[src/rtl/pwm_pkg.sv]
// Shared definitions for the PWM transmitter: FSM encoding, default
// configuration values and the high-time clamp.
package pwm_pkg;

  localparam int CNT_WIDTH_DEF      = 32;
  localparam int DEFAULT_PERIOD_DEF = 1000;
  localparam int DEFAULT_HIGH_DEF   = 500;

  typedef enum logic [1:0] {
    ST_IDLE = 2'd0,
    ST_HIGH = 2'd1,
    ST_LOW  = 2'd2
  } pwm_state_e;

  // Effective high time: a high time longer than the period saturates to it.
  function automatic logic [CNT_WIDTH_DEF-1:0] clamp_high(
    input logic [CNT_WIDTH_DEF-1:0] high,
    input logic [CNT_WIDTH_DEF-1:0] period
  );
    return (high > period) ? period : high;
  endfunction

endpackage

[src/rtl/pwm_gen_if.sv]
// Configuration channel of the PWM transmitter (valid/ready handshake
// carrying a requested period and high time).
interface pwm_gen_if
  import pwm_pkg::*;
#(
  parameter int CNT_WIDTH = CNT_WIDTH_DEF
);
  logic                 cfg_valid;
  logic                 cfg_ready;
  logic [CNT_WIDTH-1:0] cfg_period;
  logic [CNT_WIDTH-1:0] cfg_high;

  modport master (output cfg_valid, output cfg_period, output cfg_high, input  cfg_ready);
  modport slave  (input  cfg_valid, input  cfg_period, input  cfg_high, output cfg_ready);
endinterface

[src/rtl/pwm_cfg_shadow.sv]
// Double-buffered PWM configuration: one pending slot filled through the
// valid/ready handshake, and the active config that only changes when the
// FSM pulses `apply` on a period boundary. The high time is clamped to the
// period when it enters the pending slot, so everything downstream sees
// effective values.
module pwm_cfg_shadow
  import pwm_pkg::*;
#(
  parameter int CNT_WIDTH      = CNT_WIDTH_DEF,
  parameter int DEFAULT_PERIOD = DEFAULT_PERIOD_DEF,
  parameter int DEFAULT_HIGH   = DEFAULT_HIGH_DEF
) (
  input  logic                 clk,
  input  logic                 rst,
  input  logic                 apply,
  pwm_gen_if.slave             cfg,
  output logic [CNT_WIDTH-1:0] act_period,
  output logic [CNT_WIDTH-1:0] act_high,
  output logic [CNT_WIDTH-1:0] nxt_period,
  output logic [CNT_WIDTH-1:0] nxt_high,
  output logic                 pend_zero
);

  localparam logic [CNT_WIDTH-1:0] RST_PERIOD = CNT_WIDTH'(DEFAULT_PERIOD);
  localparam logic [CNT_WIDTH-1:0] RST_HIGH   = clamp_high(CNT_WIDTH'(DEFAULT_HIGH), RST_PERIOD);

  logic                 pend_full;
  logic [CNT_WIDTH-1:0] pend_period;
  logic [CNT_WIDTH-1:0] pend_high;
  logic                 xfer;

  assign cfg.cfg_ready = !pend_full;
  assign xfer          = cfg.cfg_valid && !pend_full;

  // Config the FSM would run if a period started now.
  assign nxt_period = pend_full ? pend_period : act_period;
  assign nxt_high   = pend_full ? pend_high   : act_high;
  assign pend_zero  = pend_full && (pend_period == '0);

  // Pending-slot occupancy: filled by a transfer, emptied when applied.
  always_ff @(posedge clk) begin
    if (rst)        pend_full <= 1'b0;
    else if (xfer)  pend_full <= 1'b1;
    else if (apply) pend_full <= 1'b0;
  end

  // Pending payload; only meaningful while pend_full is set.
  always_ff @(posedge clk) begin
    if (xfer) begin
      pend_period <= cfg.cfg_period;
      pend_high   <= clamp_high(cfg.cfg_high, cfg.cfg_period);
    end
  end

  // Active config: defaults out of reset, replaced only on an apply strobe.
  always_ff @(posedge clk) begin
    if (rst) begin
      act_period <= RST_PERIOD;
      act_high   <= RST_HIGH;
    end else if (apply && pend_full) begin
      act_period <= pend_period;
      act_high   <= pend_high;
    end
  end

endmodule

[src/rtl/pwm_gen.sv]
// PWM transmitter top. An IDLE/HIGH/LOW FSM with a single down-counter
// emits exact P-cycle periods with H_eff high cycles; new configurations
// are taken from pwm_cfg_shadow only at period starts.
// Optional feature macro: PWM_GEN_COMPL_EN (dead-time guarded
// complementary output on pwm_out_n; tied low when undefined).
module pwm_gen
  import pwm_pkg::*;
#(
  parameter int CNT_WIDTH      = CNT_WIDTH_DEF,
  parameter int DEFAULT_PERIOD = DEFAULT_PERIOD_DEF,
  parameter int DEFAULT_HIGH   = DEFAULT_HIGH_DEF,
  parameter int DEADTIME       = 4
) (
  input  logic                 pwd_clk,
  input  logic                 sysreset,
  input  logic                 enable,
  pwm_gen_if.slave             cfg,
  output logic                 pwm_out,
  output logic                 pwm_out_n,
  output logic                 period_start,
  output logic [CNT_WIDTH-1:0] high_count_out,
  output logic [CNT_WIDTH-1:0] low_count_out,
  output logic [31:0]          period_count
);

  localparam logic [CNT_WIDTH-1:0] ONE = CNT_WIDTH'(1);

  pwm_state_e           state, state_nxt;
  logic [CNT_WIDTH-1:0] cnt, cnt_nxt;
  logic                 start, apply, period_end;

  logic [CNT_WIDTH-1:0] act_period, act_high, act_low;
  logic [CNT_WIDTH-1:0] nxt_period, nxt_high, nxt_low;
  logic                 pend_zero;

  pwm_cfg_shadow #(
    .CNT_WIDTH      (CNT_WIDTH),
    .DEFAULT_PERIOD (DEFAULT_PERIOD),
    .DEFAULT_HIGH   (DEFAULT_HIGH)
  ) u_shadow (
    .clk        (pwd_clk),
    .rst        (sysreset),
    .apply      (apply),
    .cfg        (cfg),
    .act_period (act_period),
    .act_high   (act_high),
    .nxt_period (nxt_period),
    .nxt_high   (nxt_high),
    .pend_zero  (pend_zero)
  );

  assign act_low        = act_period - act_high;
  assign nxt_low        = nxt_period - nxt_high;
  assign high_count_out = act_high;
  assign low_count_out  = act_low;

  // Next state: count down the current phase; at a boundary either start
  // the next period (applying any pending config) or fall back to IDLE.
  // A pending P=0 config is applied even without a start so it can park
  // the FSM in IDLE instead of blocking the pending slot forever.
  always_comb begin
    state_nxt  = state;
    cnt_nxt    = cnt;
    start      = 1'b0;
    apply      = 1'b0;
    period_end = 1'b0;
    case (state)
      ST_HIGH: begin
        if (cnt != '0) begin
          cnt_nxt = cnt - ONE;
        end else if (act_low != '0) begin
          state_nxt = ST_LOW;
          cnt_nxt   = act_low - ONE;
        end else begin
          period_end = 1'b1;
        end
      end
      ST_LOW: begin
        if (cnt != '0) cnt_nxt = cnt - ONE;
        else           period_end = 1'b1;
      end
      default: ;
    endcase
    if ((state == ST_IDLE) || period_end) begin
      state_nxt = ST_IDLE;
      if (enable && (nxt_period != '0)) begin
        start = 1'b1;
        apply = 1'b1;
        if (nxt_high != '0) begin
          state_nxt = ST_HIGH;
          cnt_nxt   = nxt_high - ONE;
        end else begin
          state_nxt = ST_LOW;
          cnt_nxt   = nxt_low - ONE;
        end
      end else if (pend_zero) begin
        apply = 1'b1;
      end
    end
  end

  // FSM, phase counter and registered outputs.
  always_ff @(posedge pwd_clk) begin
    if (sysreset) begin
      state        <= ST_IDLE;
      cnt          <= '0;
      pwm_out      <= 1'b0;
      period_start <= 1'b0;
      period_count <= '0;
    end else begin
      state        <= state_nxt;
      cnt          <= cnt_nxt;
      pwm_out      <= (state_nxt == ST_HIGH);
      period_start <= start;
      period_count <= period_count + {31'b0, start};
    end
  end

`ifdef PWM_GEN_COMPL_EN
  logic [CNT_WIDTH-1:0] low_sel;
  logic [CNT_WIDTH:0]   cnt_ext, low_ext, dt_ext;
  logic                 compl_on;

  // LOW-phase cycles are numbered by the remaining count; the complement is
  // on only when at least DEADTIME cycles separate it from both edges.
  always_comb begin
    low_sel  = start ? nxt_low : act_low;
    cnt_ext  = {1'b0, cnt_nxt};
    low_ext  = {1'b0, low_sel};
    dt_ext   = (CNT_WIDTH+1)'(DEADTIME);
    compl_on = (state_nxt == ST_LOW) && (cnt_ext >= dt_ext) && ((cnt_ext + dt_ext) < low_ext);
  end

  // Registered complementary output.
  always_ff @(posedge pwd_clk) begin
    if (sysreset) pwm_out_n <= 1'b0;
    else          pwm_out_n <= compl_on;
  end
`else
  // Constant 0; DEADTIME only matters when the complement is built.
  assign pwm_out_n = (DEADTIME < 0);
`endif

endmodule

[src/flat_wrapper.sv]
// flat-port wrapper written by rule: the top's interface ports become plain ports
module pwm_gen_flat import pwm_pkg::*;
#(
  parameter int CNT_WIDTH      = CNT_WIDTH_DEF,
  parameter int DEFAULT_PERIOD = DEFAULT_PERIOD_DEF,
  parameter int DEFAULT_HIGH   = DEFAULT_HIGH_DEF,
  parameter int DEADTIME       = 4
)
  (pwd_clk, sysreset, enable, pwm_out, pwm_out_n, period_start, high_count_out, low_count_out, period_count, cfg_cfg_valid, cfg_cfg_period, cfg_cfg_high, cfg_cfg_ready);
  pwm_gen_if #(.CNT_WIDTH(CNT_WIDTH)) cfg_i ();
  input  logic pwd_clk;
  input  logic sysreset;
  input  logic enable;
  output logic pwm_out;
  output logic pwm_out_n;
  output logic period_start;
  output logic [CNT_WIDTH-1:0] high_count_out;
  output logic [CNT_WIDTH-1:0] low_count_out;
  output logic [31:0] period_count;
  input wire logic [$bits(cfg_i.cfg_valid)-1:0] cfg_cfg_valid;
  input wire logic [$bits(cfg_i.cfg_period)-1:0] cfg_cfg_period;
  input wire logic [$bits(cfg_i.cfg_high)-1:0] cfg_cfg_high;
  output wire logic [$bits(cfg_i.cfg_ready)-1:0] cfg_cfg_ready;
  assign cfg_i.cfg_valid = cfg_cfg_valid;
  assign cfg_i.cfg_period = cfg_cfg_period;
  assign cfg_i.cfg_high = cfg_cfg_high;
  assign cfg_cfg_ready = cfg_i.cfg_ready;
  pwm_gen #(.CNT_WIDTH(CNT_WIDTH), .DEFAULT_PERIOD(DEFAULT_PERIOD), .DEFAULT_HIGH(DEFAULT_HIGH), .DEADTIME(DEADTIME)) u_core (.pwd_clk(pwd_clk), .sysreset(sysreset), .enable(enable), .cfg(cfg_i), .pwm_out(pwm_out), .pwm_out_n(pwm_out_n), .period_start(period_start), .high_count_out(high_count_out), .low_count_out(low_count_out), .period_count(period_count));
endmodule
[config.mk]
export PLATFORM = sky130hd
export DESIGN_NAME = pwm_gen_flat
export DESIGN_NICKNAME = d
export VERILOG_FILES = /design/src/rtl/pwm_pkg.sv /design/src/rtl/pwm_gen_if.sv /design/src/rtl/pwm_cfg_shadow.sv /design/src/rtl/pwm_gen.sv /design/src/flat_wrapper.sv
export SDC_FILE = /design/constraint.sdc
export NUM_CORES = 1
export LEC_CHECK = 0
export CAP_MARGIN = 20
export CORE_MARGIN = 8
export CORE_UTILIZATION = 50
export CTS_BUF_LIST = sky130_fd_sc_hd__clkbuf_16
export DETAILED_ROUTE_END_ITERATION = 7
export GPL_TIMING_DRIVEN = 1
export PLACE_DENSITY = 0.74
export RECOVER_POWER = 50
export SETUP_SLACK_MARGIN = 0.1
export SLEW_MARGIN = 20
export SYNTH_ARGS = -nofsm -noshare
export SYNTH_HDL_FRONTEND = slang
export SYNTH_HIERARCHICAL = 1
export SYNTH_SLANG_ARGS = --single-unit
[constraint.sdc]
create_clock -name pwd_clk -period 5.8 [get_ports pwd_clk]
set_input_delay 1.74 -clock pwd_clk [delete_from_list [all_inputs] [get_ports pwd_clk]]
set_output_delay 1.74 -clock pwd_clk [all_outputs]
set_load 0.01 [all_outputs]
# After elaboration in Yosys (flattened, before gate mapping)
# Index checks and enable logic that the tools add are counted.
op_classes:
  reduce_logical: 13
  n_mux: 27
  n_lt_le_gt_ge: 1
  addsub: 7
  n_eq_ne: 3
op_table:
  columns: ["op", "n"]
  rows:
  - ["$mux 32", 9]
  - ["$reduce_bool 32->1", 4]
  - ["$sub 32x1->32 const B", 4]
  - ["$pmux 32 s2", 1]
  - ["$sub 32x32->32", 2]
  - ["$add 32x1->32", 1]
  - ["$gt 32x32->1", 1]
  - ["$logic_not 32->1", 1]
  - ["$mux 2", 6]
  - ["$mux 1", 10]
  - ["$eq 2x1->1 const B", 2]
  - ["$logic_and 1x1->1", 4]
  - ["$eq 2x2->1 const B", 1]
  - ["$logic_not 2->1", 1]
  - ["$pmux 1 s2", 1]
  - ["$reduce_bool 2->1", 1]
  - ["$logic_not 1->1", 1]
  - ["$logic_or 1x1->1", 1]
totals:
  wordCells: 61
  reg_bits: 197

# Longest topological paths before layout
# Gate-level depths: netlist of the first run.
logic_depth:
  word_depth: 9
  mapped_depth: 27
  depth_no_buf: 23

# Modules after synthesis
# The synthesis of the first run kept the hierarchy.
by_module_without_submodules:
  columns: ["mod", "instances", "cells_each", "area_per_inst_um2"]
  rows:
  - ["pwm_gen", 1, 1343, 9335.2]
  - ["pwm_cfg_shadow", 1, 578, 6319.8]

# Worst setup path after synthesis of the first run
# No wires, ideal clock.
synth_timing:
  path_kind: "register to register"
  start: "reg u_core.u_shadow.act_high[0]"
  end: "reg u_core.period_count[28]"
  t_arrival_ns: 5.288
  path_buffers: 4
  setup_ns: 0.128
  synth_period_minus_slack_ns: 5.416
  t_required_ns: 5.672
  path_slack_ns: 0.384
  stages_incl_launch_ff: 27
  path_cell_list: "dfxtp_1 -> ha_1 -> inv_1 -> fa_1 -> a21o_1 -> a221oi_2 -> nor3_1 -> or4_4 -> a211oi_2 -> or4b_1 -> buf_2 -> nor4_4 -> nand4_2 -> o21ai_2 -> a31o_2 -> nand2_2 -> clkinv_4 -> buf_8 -> buf_2 -> ha_1 -> ha_1 -> and2_1 -> clkbuf_1 -> nand3_1 -> nor3_1 -> xnor2_1 -> nor2_1"
synth_via:
  elab_chain_cells: 8
synth_lines:
  columns: ["item", "line_no", "text"]
  rows:
  - ["start, declared", "pwm_cfg_shadow.sv:18", "output logic [CNT_WIDTH-1:0] act_high,"]
  - ["start signal, assigned", "pwm_cfg_shadow.sv:62", "act_high <= pend_high;"]
  - ["$sub 32x32->32", "pwm_gen.sv:52", "assign act_low = act_period - act_high;"]
  - ["$reduce_bool 32->1", "pwm_gen.sv:71", "end else if (act_low != '0) begin"]
  - ["$mux 1", "pwm_gen.sv:71", null]
  - ["$mux 1", "pwm_gen.sv:69", "if (cnt != '0) begin"]
  - ["$pmux 1 s2", "pwm_gen.sv:67", "case (state)"]
  - ["$logic_or 1x1->1", "pwm_gen.sv:84", "if ((state == ST_IDLE) || period_end) begin"]
  - ["$mux 1", "pwm_gen.sv:84", null]
  - ["named net u_core.start", "pwm_gen.sv:30", "logic start, apply, period_end;"]
  - ["$add 32x1->32", "pwm_gen.sv:115", "period_count <= period_count + {31'b0, start};"]
  - ["end signal, assigned", "pwm_gen.sv:115", null]
  - ["end, declared", "pwm_gen.sv:23", "output logic [31:0] period_count"]
# The timed path passes the listed nets, and every way through them passes these cells.
# A chain may end at the register's enable or synchronous reset.

# Worst setup path in the final report of the first run
layout_timing:
  start: "reg u_core.u_shadow.act_high[6]"
  end: "out low_count_out[19]"
layout_via:
  elab_chain_cells: 1
layout_lines:
  columns: ["item", "line_no", "text"]
  rows:
  - ["$sub 32x32->32", "pwm_gen.sv:52", null]
  - ["end, declared", "flat_wrapper.sv:18", "output logic [CNT_WIDTH-1:0] low_count_out;"]
# No other way between the ends.

==> impl_results.html, run 1 <==
<table>
<tr><th>Metric</th><th>Value</th></tr>
<tr><th colspan="2">Die</th></tr>
<tr><td>Initial Util</td><td>0.509</td></tr>
<tr><td>I/O pin count</td><td>168</td></tr>
<tr><td>X dimension of the die</td><td>193 um</td></tr>
<tr><td>Standard cell core area</td><td>30,700 um2</td></tr>
<tr><td>Die area</td><td>between 30,000 and 40,000 um2</td></tr>
<tr><td>Count of standard-cell rows</td><td>64</td></tr>
<tr><td>Vertical extent of the die</td><td>193 um</td></tr>
<tr><th colspan="2">CTS</th></tr>
<tr><td>CTS buffer count</td><td>17</td></tr>
<tr><td>Post CTS Setup Buffer Count</td><td>0</td></tr>
<tr><td>Clock insertion delay at the later pin of the skew report</td><td>0.45 ns</td></tr>
<tr><td>Clock input transition at the sequential cells of the worst setup and hold paths</td><td>0.08 ns</td></tr>
<tr><td>Buffer type at the clock tree root</td><td>clkbuf_16</td></tr>
<tr><td>Clock sink count</td><td>just under 200</td></tr>
<tr><td>Total of hold buffers inserted after clock tree synthesis</td><td>0</td></tr>
<tr><td>H-tree levels</td><td>4</td></tr>
<tr><td>CTS max path bufs</td><td>2</td></tr>
<tr><td>Post_cts resized</td><td>0</td></tr>
<tr><td>TritonCTS clock tree</td><td>yes</td></tr>
<tr><th colspan="2">Power and ir drop</th></tr>
<tr><td>Sequential group share of total power</td><td>0.338</td></tr>
<tr><td>Static leakage</td><td>7.36 nW</td></tr>
<tr><td>Switching share of power</td><td>0.374</td></tr>
<tr><td>Int Pwr</td><td>around 2.9 mW</td></tr>
<tr><td>Net Sw Power</td><td>1.75 mW</td></tr>
<tr><td>Share of total power in combinational logic</td><td>0.395</td></tr>
<tr><td>Fraction of power consumed by the clock network</td><td>0.267</td></tr>
<tr><td>Pwr per Cell Area</td><td>257 nW/um2</td></tr>
<tr><td>IR drop worst, VDD</td><td>0.225 mV</td></tr>
<tr><th colspan="2">Worst setup path</th></tr>
<tr><td>Launch point of the critical path</td><td>u_core/u_shadow/act_high[6]$_SDFFE_PP1P_</td></tr>
<tr><td>Crit path to</td><td>low_count_out[19]</td></tr>
<tr><td>Number of cells traversed by the worst register-to-register path</td><td>22</td></tr>
<tr><td>Setup Crit Path Kind</td><td>flip-flop to output pin</td></tr>
<tr><td>Worst Path Max Fanout</td><td>7</td></tr>
<tr><td>Highest-delay cell along the critical path</td><td>clkdlybuf4s50_1</td></tr>
<tr><td>Reg-to-reg setup timing slack</td><td>just over 0.5 ns</td></tr>
<tr><td>Largest incremental delay on the critical path</td><td>0.64 ns</td></tr>
<tr><td>Type of element launching the critical path</td><td>flip-flop</td></tr>
<tr><td>RR Startpoint</td><td>u_core/u_shadow/act_high[0]$_SDFFE_PP0P_</td></tr>
<tr><td>Required time at the endpoint of the critical path</td><td>4.06 ns</td></tr>
<tr><td>Capture instance of the worst register-to-register path</td><td>u_core/period_count[28]$_SDFF_PP0_</td></tr>
<tr><td>Chain of cells forming the critical path</td><td>inv_1 -&gt; ha_1 -&gt; a211o_1 -&gt; nand2b_1 -&gt; or4_1 -&gt; and2_1 -&gt; a311oi_2 -&gt; clkdlybuf4s50_1</td></tr>
<tr><td>Element type at the critical path end</td><td>output pin</td></tr>
<tr><td>Data arrival time of the critical path</td><td>3.82 ns</td></tr>
<tr><th colspan="2">Timing</th></tr>
<tr><td>Timing-limited maximum frequency</td><td>180 MHz</td></tr>
<tr><td>Final count of negative-setup-slack endpoints</td><td>0</td></tr>
<tr><td>Final critical delay including setup and external delays</td><td>roughly 5.6 ns</td></tr>
<tr><td>RSZ-0062 raised after global routing</td><td>no</td></tr>
<tr><td>Max Slew Vio Count</td><td>37</td></tr>
<tr><td>Least-Margin Pin Slew</td><td>2.83 ns</td></tr>
<tr><td>Portion of the clock cycle consumed by the worst path in the final layout</td><td>0.958</td></tr>
<tr><td>Setup TNS after final layout</td><td>0 ns</td></tr>
<tr><td>Skew final</td><td>0.0140 ns</td></tr>
<tr><td>Final hold violation count</td><td>0</td></tr>
<tr><td>Tightest slew margin relative to the limit</td><td>-0.892</td></tr>
<tr><th colspan="2">Run status</th></tr>
<tr><td>Failing checks</td><td>max-capacitance violations, max-slew violations</td></tr>
<tr><td>Status</td><td>complete, but fails checks</td></tr>
<tr><th colspan="2">Finish</th></tr>
<tr><td>Net count reported at finish</td><td>2,217</td></tr>
<tr><td>Layout Area Growth over Synthesis</td><td>16.3%</td></tr>
<tr><td>Core utilization of the finished layout</td><td>0.592</td></tr>
<tr><td>Diodes inserted</td><td>0</td></tr>
<tr><td>Post-route cell area</td><td>18,200 um2</td></tr>
<tr><td>Share of cells above drive strength 1</td><td>0.0919</td></tr>
<tr><th colspan="2">Drt</th></tr>
<tr><td>Vias after detailed routing</td><td>14.8k</td></tr>
<tr><td>Wire length reported by the detailed router</td><td>a little under 50,000 um</td></tr>
<tr><td>DR iter-0 viols</td><td>1,417</td></tr>
<tr><td>Remaining antenna violation count after routing</td><td>0</td></tr>
<tr><td>Pre-antenna DRT Iters</td><td>8</td></tr>
<tr><td>Average detailed-routed wire length per instance</td><td>approximately 20 um</td></tr>
<tr><td>DRC viols</td><td>0</td></tr>
<tr><td>Drt via density</td><td>6.04</td></tr>
<tr><th colspan="2">Synthesis</th></tr>
<tr><td>Synthesized area</td><td>15,700 um2</td></tr>
<tr><td>EDFF count, synth</td><td>64</td></tr>
<tr><td>Post-synth ARST share</td><td>0</td></tr>
<tr><td>Most area-hungry cell type in the Yosys netlist</td><td>dfxtp_1</td></tr>
<tr><td>Count of unique library cells instantiated by Yosys</td><td>94</td></tr>
<tr><td>Most frequent cell after synthesis</td><td>nand2_1</td></tr>
<tr><td>Top_reg_cell synth</td><td>dfxtp_1</td></tr>
<tr><td>Proportion of synthesized chip area in sequential cells</td><td>0.293</td></tr>
<tr><td>Leading post-synthesis cells by cell area</td><td>dfxtp_1 17%, edfxtp_1 12%, ha_1 8.3%</td></tr>
<tr><td>Instance count of the mapped netlist</td><td>between 1.5k and 2k</td></tr>
<tr><td>Total number of yosys warnings</td><td>6</td></tr>
<tr><td>Commonest cells post-synth</td><td>260 x nand2_1, 173 x a21oi_1, 134 x inv_1, 133 x dfxtp_1, 113 x nor2_1</td></tr>
<tr><td>Top-area cell type share of the netlist area</td><td>0.170</td></tr>
<tr><td>Post-synthesis net count</td><td>approximately 2.1k</td></tr>
<tr><td>Mean Syn Cell Area</td><td>8.15 um2</td></tr>
<tr><td>Number of synthesized register bits</td><td>197</td></tr>
<tr><th colspan="2">Global route</th></tr>
<tr><td>Final global-route overflow total</td><td>0</td></tr>
<tr><td>Wire length of the first global-routing pass</td><td>approximately 76,000 um</td></tr>
<tr><td>Number of antenna violations at the first check in global routing</td><td>0</td></tr>
<tr><td>Pin count of the biggest net entering global routing</td><td>74</td></tr>
<tr><td>Number of global-route vias before repair</td><td>13.9k</td></tr>
<tr><td>Overall global routing resource usage</td><td>0.258</td></tr>
<tr><th colspan="2">Placement</th></tr>
<tr><td>Final weighted congestion in routability-driven placement</td><td>0.927</td></tr>
<tr><td>HPWL reported at the end of detailed placement</td><td>38,600 um</td></tr>
<tr><td>Placed standard-cell area</td><td>between 15,000 and 20,000 um2</td></tr>
<tr><td>Quantity of I/O buffers inserted on ports</td><td>166</td></tr>
<tr><th colspan="2">Worst hold path</th></tr>
<tr><td>Class of the tightest hold or removal check</td><td>flip-flop to flip-flop</td></tr>
<tr><th colspan="2">Flow run</th></tr>
<tr><td>Max capacitance violation total</td><td>1</td></tr>
</table>
power groups by stage:
stage | Clock (mW) | Combinational [mW] | Sequential, mW
floorplan | 0 | 1.24 | 1.59
global placement | 0 | 1.81 | 1.61
detailed placement | 0 | 1.83 | 1.61
CTS | 1.27 | 1.84 | 1.58
global route | 1.32 | 2.01 | 1.60
finish | 1.25 | 1.85 | 1.59
through the flow:
stage	power [mW]	hold slack (ns)	setup WS (ns)	instances
floorplan	2.83	0.446	0.384	1921
global placement	3.42	0.458	0.490	2420
detailed placement	3.44	0.474	0.339	2420
CTS	4.69	0.486	0.153	2452
global route	4.92	0.505	0.120	2452
finish	4.69	0.484	0.241	2452
registers in the layout, indices dropped and copies added, names as in the netlist:
signal	flops
u_core/cnt	32
u_core/period_count	32
u_core/period_start	1
u_core/pwm_out	1
u_core/state	2
u_core/u_shadow/act_high	32
u_core/u_shadow/act_period	32
u_core/u_shadow/pend_full	1
u_core/u_shadow/pend_high	32
u_core/u_shadow/pend_period	32
kinds of logic after synthesis:
logic type,Yosys count,synth area share
xor+xnor,126,0.0705
mux,105,0.0821
simple gates,683,0.213
buf+inv,223,0.0583
fa+ha+maj,106,0.0857
compound gates,480,0.197
other cells,1,0.000240
flops,197,0.293
worst max-delay path: cells and delay by family, from the launching register on:
| kind | cells | cell delay (ns) |
|---|---|---|
| adder cells (fa/ha/maj) | 1 | 0.40 |
| buffers and inverters | 2 | 0.73 |
| flip-flops | 1 | 0.38 |
| AND/OR/NAND/NOR | 3 | 1.00 |
| AO/OA/AOI/OAI | 2 | 0.86 |
area by class of cell:
cell class | instances | area [um2]
clock inverter | 15 | 183
tap | 396 | 495
fill | 2788 | 12500
multi-input combinational | 1501 | 10200
sequential | 197 | 4590
inverter | 135 | 512
timing repair buffer | 191 | 1850
clock buffer | 17 | 425
metal layers:
layer	GRT usage	vias up	wire length, um
met3	0.0477	53	4080
met2	0.399	635	21400
met5	0	-	0
met1	0.364	6959	22500
li1	-	7170	-
met4	0.0683	0	963
cells in the final DEF, fill, tap and decap left out, types with 22 or more instances in the layout:
cell type and instances:
a21o_1 28, nand4_1 31, a31oi_1 22, a211oi_1 25
mux2_2 65, buf_4 23, xor2_1 45, o21ai_0 93
dfxtp_1 132, inv_1 134, nor3_1 59, a21oi_1 170
or3_1 22, nand3_1 46, o211ai_1 25, clkdlybuf4s50_1 64
xnor2_1 78, edfxtp_1 64, dlygate4sd3_1 101, nor2_1 113
nor4_1 35, ha_1 104, nand2_1 258
worst min-delay path by stage:
stage                                               startpoint                                    endpoint  slack (ns)  cells past startpoint
global route                         u_core/cnt[14]$_SDFF_PP0_                   u_core/cnt[14]$_SDFF_PP0_        0.50                      2
floorplan                            u_core/cnt[14]$_SDFF_PP0_                   u_core/cnt[14]$_SDFF_PP0_        0.45                      2
global placement    u_core/u_shadow/act_period[0]$_SDFFE_PP0P_  u_core/u_shadow/act_period[0]$_SDFFE_PP0P_        0.46                      2
CTS                 u_core/u_shadow/act_period[0]$_SDFFE_PP0P_  u_core/u_shadow/act_period[0]$_SDFFE_PP0P_        0.49                      2
finish                u_core/u_shadow/act_high[9]$_SDFFE_PP0P_    u_core/u_shadow/act_high[9]$_SDFFE_PP0P_        0.48                      2
detailed placement  u_core/u_shadow/act_period[0]$_SDFFE_PP0P_  u_core/u_shadow/act_period[0]$_SDFFE_PP0P_        0.47                      2
Note: power is estimated with default switching activity, not from simulation.
==> run 2, diff against run 1 <==
Settings changed: CORE_UTILIZATION 50 to 34, PLACE_DENSITY 0.74 to 0.55.
==> run 2 against run 1 <==
Effect of this change:
- the flow still finishes with violations (max-capacitance violations, max-slew violations)
- global-route usage fell by 6.7 points
- final area increased by 1.7%
- sequential share of layout area shrank 0.44 points
- count of clock-buffer cells in the layout grew 1
- combinational power up 4%
- worst hold slack got worse by 0.0047 ns
- non-clock buffer count increased by 5
- fmax rose by 0.14%
- routed wire length up 6.3%
==> impl_results.html, run 2 (synthesis gave the netlist of run 1 again) <==
<table>
<tr><th>Metric</th><th>Value</th></tr>
<tr><th colspan="2">Timing</th></tr>
<tr><td>Final count of negative-setup-slack endpoints</td><td>0 (unchanged)</td></tr>
<tr><td>Max Slew Vio Count</td><td>39 (was 37)</td></tr>
<tr><td>Final worst setup slack</td><td>0.249 ns (was 0.241 ns)</td></tr>
<tr><td>Least-Margin Pin Slew</td><td>3.12 ns (was 2.83 ns)</td></tr>
<tr><td>Portion of the clock cycle consumed by the worst path in the final layout</td><td>0.957 (was 0.958)</td></tr>
<tr><td>Final critical delay including setup and external delays</td><td>5.55 ns (was 5.56 ns)</td></tr>
<tr><td>Final hold violation count</td><td>0 (unchanged)</td></tr>
<tr><td>Timing-limited maximum frequency</td><td>180 MHz (about the same)</td></tr>
<tr><td>Tightest slew margin relative to the limit</td><td>-1.09 (was -0.892)</td></tr>
<tr><td>Worst hold slack</td><td>0.480 ns (was 0.484 ns)</td></tr>
<tr><td>Skew final</td><td>0.0127 ns (was 0.0140 ns)</td></tr>
<tr><td>RSZ-0062 raised after global routing</td><td>yes (was no)</td></tr>
<tr><td>Setup TNS after final layout</td><td>0 ns (unchanged)</td></tr>
<tr><th colspan="2">Global route</th></tr>
<tr><td>Wire length of the first global-routing pass</td><td>80,800 um (was 75,600 um)</td></tr>
<tr><td>Overall global routing resource usage</td><td>0.191 (was 0.258)</td></tr>
<tr><td>Number of global-route vias before repair</td><td>14.0k (was 13.9k)</td></tr>
<tr><td>Final global-route overflow total</td><td>0 (unchanged)</td></tr>
<tr><td>Pin count of the biggest net entering global routing</td><td>83 (was 74)</td></tr>
<tr><td>Number of antenna violations at the first check in global routing</td><td>1 (was 0)</td></tr>
<tr><th colspan="2">Die</th></tr>
<tr><td>Count of standard-cell rows</td><td>78 (was 64)</td></tr>
<tr><td>X dimension of the die</td><td>231 um (was 193 um)</td></tr>
<tr><td>Vertical extent of the die</td><td>231 um (was 193 um)</td></tr>
<tr><td>Initial Util</td><td>0.345 (was 0.509)</td></tr>
<tr><td>I/O pin count</td><td>168 (unchanged)</td></tr>
<tr><td>Die area</td><td>53,200 um2 (was 37,200 um2)</td></tr>
<tr><td>Standard cell core area</td><td>45,400 um2 (was 30,700 um2)</td></tr>
<tr><th colspan="2">Finish</th></tr>
<tr><td>Net count reported at finish</td><td>2,222 (was 2,217)</td></tr>
<tr><td>Post-route cell area</td><td>18,500 um2 (was 18,200 um2)</td></tr>
<tr><td>Most common cell after layout, fill and taps aside</td><td>nand2_1 (unchanged)</td></tr>
<tr><td>Most frequent cells in the layout</td><td>258 x nand2_1, 172 x a21oi_1, 135 x inv_1, 133 x dfxtp_1, 113 x nor2_1 (was 258 x nand2_1, 170 x a21oi_1, 134 x inv_1, 132 x dfxtp_1, 113 x nor2_1)</td></tr>
<tr><td>Share of cells above drive strength 1</td><td>0.0936 (was 0.0919)</td></tr>
<tr><td>Non-filler cells, final</td><td>2,661 (was 2,452)</td></tr>
<tr><td>Layout Area Growth over Synthesis</td><td>18.4% (was 16.3%)</td></tr>
<tr><td>Diodes inserted</td><td>0 (unchanged)</td></tr>
<tr><th colspan="2">Drt</th></tr>
<tr><td>Drt via density</td><td>5.48 (was 6.04)</td></tr>
<tr><td>Vias after detailed routing</td><td>14.6k (was 14.8k)</td></tr>
<tr><td>DRC viols</td><td>0 (unchanged)</td></tr>
<tr><td>Wire length reported by the detailed router</td><td>52,000 um (was 48,900 um)</td></tr>
<tr><td>Pre-antenna DRT Iters</td><td>7 (was 8)</td></tr>
<tr><td>Remaining antenna violation count after routing</td><td>0 (unchanged)</td></tr>
<tr><td>Average detailed-routed wire length per instance</td><td>19.5 um (was 19.9 um)</td></tr>
<tr><td>DR iter-0 viols</td><td>1,229 (was 1,417)</td></tr>
<tr><th colspan="2">Power and ir drop</th></tr>
<tr><td>Int Pwr</td><td>2.93 mW (about the same)</td></tr>
<tr><td>Static leakage</td><td>7.39 nW (was 7.36 nW)</td></tr>
<tr><td>IR drop worst, VDD</td><td>0.168 mV (was 0.225 mV)</td></tr>
<tr><td>Net Sw Power</td><td>1.74 mW (was 1.75 mW)</td></tr>
<tr><td>Pwr per Cell Area</td><td>252 nW/um2 (was 257 nW/um2)</td></tr>
<tr><td>Fraction of power consumed by the clock network</td><td>0.250 (was 0.267)</td></tr>
<tr><td>Share of total power in combinational logic</td><td>0.411 (was 0.395)</td></tr>
<tr><td>Sequential group share of total power</td><td>0.339 (was 0.338)</td></tr>
<tr><td>Switching share of power</td><td>0.373 (was 0.374)</td></tr>
<tr><th colspan="2">Worst setup path</th></tr>
<tr><td>Required time at the endpoint of the critical path</td><td>4.06 ns (about the same)</td></tr>
<tr><td>Data arrival time of the critical path</td><td>3.81 ns (was 3.82 ns)</td></tr>
<tr><td>Type of element launching the critical path</td><td>flip-flop (unchanged)</td></tr>
<tr><td>Element type at the critical path end</td><td>output pin (unchanged)</td></tr>
<tr><td>Worst Path Max Fanout</td><td>7 (unchanged)</td></tr>
<tr><td>Setup Crit Path Kind</td><td>flip-flop to output pin (unchanged)</td></tr>
<tr><th colspan="2">Placement</th></tr>
<tr><td>Total placed cells including tap cells</td><td>2,627 (was 2,420)</td></tr>
<tr><td>Placed standard-cell area</td><td>17,900 um2 (was 17,600 um2)</td></tr>
<tr><td>Quantity of I/O buffers inserted on ports</td><td>166 (unchanged)</td></tr>
<tr><td>Worst slack after detailed placement</td><td>0.294 ns (was 0.339 ns)</td></tr>
<tr><td>HPWL reported at the end of detailed placement</td><td>41,300 um (was 38,600 um)</td></tr>
<tr><td>Final weighted congestion in routability-driven placement</td><td>0.894 (was 0.927)</td></tr>
<tr><th colspan="2">CTS</th></tr>
<tr><td>CTS max path bufs</td><td>2 (unchanged)</td></tr>
<tr><td>Clock input transition at the sequential cells of the worst setup and hold paths</td><td>0.08 ns (about the same)</td></tr>
<tr><td>Buffer type at the clock tree root</td><td>clkbuf_16 (unchanged)</td></tr>
<tr><td>TritonCTS clock tree</td><td>yes (unchanged)</td></tr>
<tr><td>Total of hold buffers inserted after clock tree synthesis</td><td>0 (unchanged)</td></tr>
<tr><td>H-tree levels</td><td>4 (unchanged)</td></tr>
<tr><td>Clock sink count</td><td>197 (unchanged)</td></tr>
<tr><td>CTS buffer count</td><td>17 (unchanged)</td></tr>
<tr><td>Clock insertion delay at the later pin of the skew report</td><td>0.47 ns (was 0.45 ns)</td></tr>
<tr><th colspan="2">Run status</th></tr>
<tr><td>Failing checks</td><td>max-capacitance violations, max-slew violations (unchanged)</td></tr>
<tr><td>Status</td><td>complete, but fails checks (unchanged)</td></tr>
<tr><th colspan="2">Worst hold path</th></tr>
<tr><td>Class of the tightest hold or removal check</td><td>flip-flop to flip-flop (unchanged)</td></tr>
<tr><th colspan="2">Flow run</th></tr>
<tr><td>Max capacitance violation total</td><td>1 (unchanged)</td></tr>
</table>
[run 2: cell types whose count changed in the layout (fill, tap and decap cells not counted), moves of 2 or more]
| cell | change |
|---|---|
| clkinv_4 | +2 |
| a21oi_2 | -2 |
| a21oi_1 | +2 |
| mux2_4 | +2 |
| inv_8 | -2 |
| xnor2_1 | -3 |
| clkinv_8 | -2 |
| buf_12 | +3 |
| mux2_1 | -2 |
| xnor2_2 | +3 |
[run 2: final cells by class]
cell class,count,area [um2]
clock buffers,18,450
clock inverters,14,120
inverters,135,512
well taps,600,751
fillers,4621,26900
multi-input cells,1501,10200
repair buffers,196,1920
flip-flops and latches,197,4580
[run 2: final timing paths]
kind                                                  from                                  endpoint  slack [ns]  cells past startpoint
setup reg to reg    u_core/u_shadow/pend_full$_SDFFE_PP0P_                 u_core/cnt[31]$_SDFF_PP0_        0.34                     15
hold reg to reg   u_core/u_shadow/act_high[1]$_SDFFE_PP0P_  u_core/u_shadow/act_high[1]$_SDFFE_PP0P_        0.48                      2
setup / recovery  u_core/u_shadow/act_high[6]$_SDFFE_PP1P_                         low_count_out[19]        0.25                      8
hold / removal    u_core/u_shadow/act_high[1]$_SDFFE_PP0P_  u_core/u_shadow/act_high[1]$_SDFFE_PP0P_        0.48                      2
[run 2: power by group through the flow]
stage          Clock, mW  Combinational (mW)  Sequential (mW)
6_report            1.17                1.92             1.59
4_1_cts             1.21                1.90             1.58
5_1_grt             1.26                2.08             1.60
3_5_place_dp           0                1.88             1.61
2_1_floorplan          0                1.24             1.59
3_3_place_gp           0                1.87             1.61
[run 2: layer usage]
layer,share of wire,vias up,track usage
met5,0.00025,-,0
met3,0.060,62,0.0335
li1,-,7175,-
met4,0.024,2,0.0614
met2,0.44,498,0.300
met1,0.47,6843,0.262
[run 2: through the flow]
step / util / total power [mW]
finish: 0.408 / 4.67
detailed placement: 0.395 / 3.49
floorplan: - / 2.83
global placement: 0.395 / 3.48
global route: 0.408 / 4.94
CTS: 0.409 / 4.69
[run 2: critical path, stage by stage, from the launching register on]
cell and delay [ns]:
dfxtp_1 0.40, inv_1 0.09, ha_1 0.40, a211o_1 0.37, nand2b_1 0.21, or4_1 0.57
and2_1 0.21, a311oi_4 0.45, clkdlybuf4s50_1 0.63
[run 2: what timing repair did]
action / CTS / global route
buffers inserted: 0 / 2
resized for setup: 4 / 11
setup endpoints to repair: 4 / 36
